--- src/rtl/score_decide.sv ---
// Hysteresis classifier feeding a first-word-fall-through decision FIFO.
// Define SCORE_HYSTERESIS_EN for the two-threshold FSM; otherwise a single-threshold compare.
module score_decide #(
    parameter int DEPTH = 4
) (
    input  logic               clk,
    input  logic               reset,
    input  logic signed [18:0] filter_out,
    input  logic               out_sig,
    input  logic signed [18:0] thresh_hi,
    input  logic signed [18:0] thresh_lo,
    output logic               dec_valid,
    input  logic               dec_ready,
    output logic signed [18:0] dec_score,
    output logic               dec_class,
    output logic               dec_change,
    output logic               overflow
);

    localparam int PW = $clog2(DEPTH);
    localparam int CW = PW + 1;

    localparam logic [0:0] ST_LOW  = 1'b0;
    localparam logic [0:0] ST_HIGH = 1'b1;

    typedef struct packed {
        logic signed [18:0] score;
        logic               cls;
        logic               chg;
    } entry_t;

    logic [0:0]    state_q, state_d;
    logic [PW-1:0] wr_ptr_q, wr_ptr_d;
    logic [PW-1:0] rd_ptr_q, rd_ptr_d;
    logic [CW-1:0] count_q, count_d;
    logic          overflow_q, overflow_d;
    entry_t        mem_q [DEPTH];

    entry_t wr_entry;
    entry_t head;
    logic   empty, full, do_pop, do_push;

    // NOTE: every always_comb output gets a default first, so no path can infer a latch.
    always_comb begin
        state_d = state_q;
        if (out_sig) begin
`ifdef SCORE_HYSTERESIS_EN
            case (state_q)
                ST_LOW:  if (filter_out >= thresh_hi) state_d = ST_HIGH;
                default: if (filter_out <  thresh_lo) state_d = ST_LOW;
            endcase
`else
            state_d = (filter_out >= thresh_hi) ? ST_HIGH : ST_LOW;
`endif
        end
    end

`ifndef SCORE_HYSTERESIS_EN
    logic unused_thresh_lo;
    assign unused_thresh_lo = ^thresh_lo;
`endif

    always_comb begin
        empty    = (count_q == '0);
        full     = (count_q == CW'(DEPTH));
        do_pop   = !empty && dec_ready;
        // A full FIFO still accepts a push when the head leaves in the same cycle.
        do_push  = out_sig && (!full || do_pop);

        wr_entry = '{score: filter_out, cls: state_d, chg: (state_d != state_q)};

        wr_ptr_d   = do_push ? wr_ptr_q + PW'(1) : wr_ptr_q;
        rd_ptr_d   = do_pop  ? rd_ptr_q + PW'(1) : rd_ptr_q;
        count_d    = count_q + CW'(do_push) - CW'(do_pop);
        overflow_d = overflow_q || (out_sig && full && !do_pop);
    end

    // NOTE: sequential state uses non-blocking assignments so every flop samples pre-edge values.
    always_ff @(posedge clk or posedge reset) begin
        if (reset) begin
            state_q    <= ST_LOW;
            wr_ptr_q   <= '0;
            rd_ptr_q   <= '0;
            count_q    <= '0;
            overflow_q <= 1'b0;
        end else begin
            state_q    <= state_d;
            wr_ptr_q   <= wr_ptr_d;
            rd_ptr_q   <= rd_ptr_d;
            count_q    <= count_d;
            overflow_q <= overflow_d;
        end
    end

    // NOTE: storage is not reset; outputs are masked while empty, so stale words are never seen.
    always_ff @(posedge clk) begin
        if (do_push) begin
            mem_q[wr_ptr_q] <= wr_entry;
        end
    end

    always_comb begin
        head       = mem_q[rd_ptr_q];
        dec_valid  = !empty;
        dec_score  = empty ? '0   : head.score;
        dec_class  = empty ? 1'b0 : head.cls;
        dec_change = empty ? 1'b0 : head.chg;
        overflow   = overflow_q;
    end

endmodule

--- config.mk ---
export PLATFORM = sky130hd
export DESIGN_NAME = score_decide
export DESIGN_NICKNAME = d
export VERILOG_FILES = /design/src/rtl/score_decide.sv
export SDC_FILE = /design/constraint.sdc
export NUM_CORES = 1
export LEC_CHECK = 0
export BUFFER_PORTS_ARGS = -buffer_cell sky130_fd_sc_hd__buf_2
export CAP_MARGIN = 25
export CELL_PAD_IN_SITES_DETAIL_PLACEMENT = 1
export CELL_PAD_IN_SITES_GLOBAL_PLACEMENT = 1
export CORE_UTILIZATION = 49
export DETAILED_ROUTE_END_ITERATION = 8
export GPL_ROUTABILITY_DRIVEN = 0
export GPL_TIMING_DRIVEN = 0
export PLACE_DENSITY = 0.87
export SLEW_MARGIN = 30
export SYNTH_ARGS = -nofsm -noshare
export SYNTH_HDL_FRONTEND = slang
export SYNTH_SLANG_ARGS = --single-unit
--- constraint.sdc ---
create_clock -name clk -period 6.8 [get_ports clk]
set_clock_uncertainty 0.1 [all_clocks]
set_input_delay 0.34 -clock clk [delete_from_list [all_inputs] [get_ports clk]]
set_output_delay 0.34 -clock clk [all_outputs]
set_load 0.05 [all_outputs]
==> impl_results.md <==
* Area share of the largest cell type after synthesis at 60.3%
* H-Tree Depth at 3
* Setup WS pre-CTS at 4.00 ns
* # clock sinks at between 90 and 100
* Max Slew Vio Count at 0
* # IOs at 84
* Slew margin rel. at 48.9%
* Initial DRC count at 80
* Fmax at 0.375 GHz
* Reg2reg start: count_q[1]
* Worst path depth at 5
* CTS tree: done
* Setup WS post-layout at 4.13 ns
* Pin count of the biggest net entering global routing at 22
* CP Max Fanout at 10
* Critical Path Source Type: register
* Hold Slack at 0.0958 ns
* P&R area growth vs syn at 15.9%
* CP required at 6.36 ns
* Max-cap violations at 0
* Number of remaining DRC errors at 0
* Worst-case reg-to-reg path depth at 8
* Worst vdd ir at around 240 uV
* CP Capture Type: output pin
* Die H at 94.4 um
* Final HPWL DP at 6.26 mm
* Status: completed
* Nets at 410
* Port bufs at 64
* Synth unique cells at 36
* # diodes at 0
* Global-route wire length before repair at 13.3 mm
* CP dominant cell by count: buf_2
* Arr. time, crit path at 2.23 ns
* Root buffer cell: clkbuf_8
* DP Area at 0.00464 mm^2
* Synthesis Warnings at 0
* Setup TNS at 0 ns
* Synth top cells by count: edfxtp_1, inv_1, and2_1
* Drt wl/cell at 20.3 um
* Worst Hold Path Cells at 1
* CORE AREA at 0.00822 mm^2
* Total track usage at 21.7%
* Post_cts resized at 0
* Cell Area, Synth at 0.00418 mm^2
* Vias in the first global route at 2507
* CP top delay family: buffers and inverters
* Synth top area cells: edfxtp_1, mux4_2, ha_1, dfrtp_1, and2_1
* Hold_sp: filter_out[13]
* Std cell rows at 33
* Max stage delay on crit path at 0.56 ns
* Total wire length at 8.80 mm
* Die area at 0.00890 mm^2
* Power per cell area at approximately 450 mW/mm^2
* EDFF count, synth at 84
* Syn Nets at approximately 330
* Worst-Margin Slew at 0.767 ns
* Post-synth ARST share at approximately a tenth
* Initial antenna violation count at 0
* Synth Flop Type: edfxtp_1
* Vias per cell at roughly 5.4
* Die Width at ~94 um
* Worst min path class: input port to register
* WS Path Type: register to output pin
* CTS clk-pin slew, worst paths at about 0.1 ns
* Period utilisation layout at 39.2%
* Pleak at around 1.9 nW
* Buffers and inverters on the worst path at 3
* Syn_area_per_cell at 16.9 um^2
* Post-route insts no fill at 433
* Drt first pass iters at 4
* Clk Latency, worst-skew pair at 0.37 ns
* Finished Cell Area at 0.00484 mm^2
* Cells after synthesis at between 200 and 250
* Yosys top cell by area: edfxtp_1
* Clock buffer depth at 2
* CTS buffer count at 9
* Detail Route Antenna Nets at 0
* Synth Register Bits at 93
* Final hold vios at 0
* Crit-path cells: buf_2 -> buf_2 -> mux4_2 -> and2_1 -> buf_2
* Remaining Overflow, GRT at 0
* Layout cell share with drive strength beyond 1 at 34.1%
* Most numerous cell in the Yosys netlist: edfxtp_1
* # placed instances at 416
* RSZ-0062 raised after global routing: no
* Finish-stage setup viols at 0
* Slowest stage cell, crit path: mux4_2
* Starting density of the core at just over 50%
* Post-synthesis sequential area ratio at 65.7%
* Crit path from: rd_ptr_q[0]
* Vias post-DR at about 2.4k
* Tmin final at between 2 and 3 ns
registers in the layout, indices dropped and copies added (netlist names):
name      flops
mem_q        84
count_q       3
rd_ptr_q      2
wr_ptr_q      2
overflow      1
state_q       1
worst paths after layout:
check	end	slack, ns
worst min-delay path	mem_q[0][15]	0.1
max in group asynchronous	state_q	5.97
min in group asynchronous	overflow	0.36
worst max-delay path	dec_score[0]	4.13
worst min register to register	overflow	0.38
worst max register to register	count_q[2]	4.29
layout make-up:
cell class | count | area (um^2)
Tap cell | 105 | 131
Clock inverter | 6 | 68.8
Multi-Input combinational cell | 119 | 1300
Inverter | 27 | 101
Fill cell | 798 | 3370
Timing Repair Buffer | 65 | 330
Sequential cell | 93 | 2750
Clock buffer | 10 | 128
Buffer | 8 | 33.8
layer usage:
metal  GRT usage, %  up-vias  part of all wire, %
met5              0        -                    0
met4           10.3        0                  2.3
met3           4.19       17                  3.7
met2           38.6       56                   54
met1           25.3     1196                   40
li1               -     1081                    -
repair_timing:
| action | CTS | global route |
|---|---|---|
| hold endpoints to repair | 9 | 0 |
| hold buffers | 1 | 0 |
| buffers inserted | 0 | 0 |
cells by family after synthesis:
kind of cell    share of synthesized area, %
flops                                   65.7
buf+inv                                 3.23
simple gates                            7.09
xor+xnor                                1.05
compound gates                          3.11
fa+ha+maj                               7.96
mux                                     11.8
power breakdown:
part           switching (mW)  internal [mW]
clock network           0.199          0.173
logic                   0.673          0.321
registers              0.0412          0.761
total                   0.913           1.26
cell usage in the layout, fill, tap and decap left out, types with 4 or more instances in the layout:
| master | count |
|---|---|
| inv_1 | 27 |
| edfxtp_1 | 84 |
| clkbuf_8 | 9 |
| ha_1 | 25 |
| and2_1 | 22 |
| xnor2_1 | 4 |
| o21ai_0 | 4 |
| buf_2 | 67 |
| and2_2 | 4 |
| mux4_2 | 21 |
| dfrtp_1 | 9 |
| clkbuf_1 | 5 |
| nor2_1 | 6 |
stage by stage:
stage	utilization, %	power, mW
final	58.9	2.17
after global routing	58.9	2.26
after detailed placement	56.4	1.82
after CTS	58.9	2.19
after global placement	56.4	1.78
after floorplan	-	1.57
No activity file was read; power rests on OpenSTA's default activity.
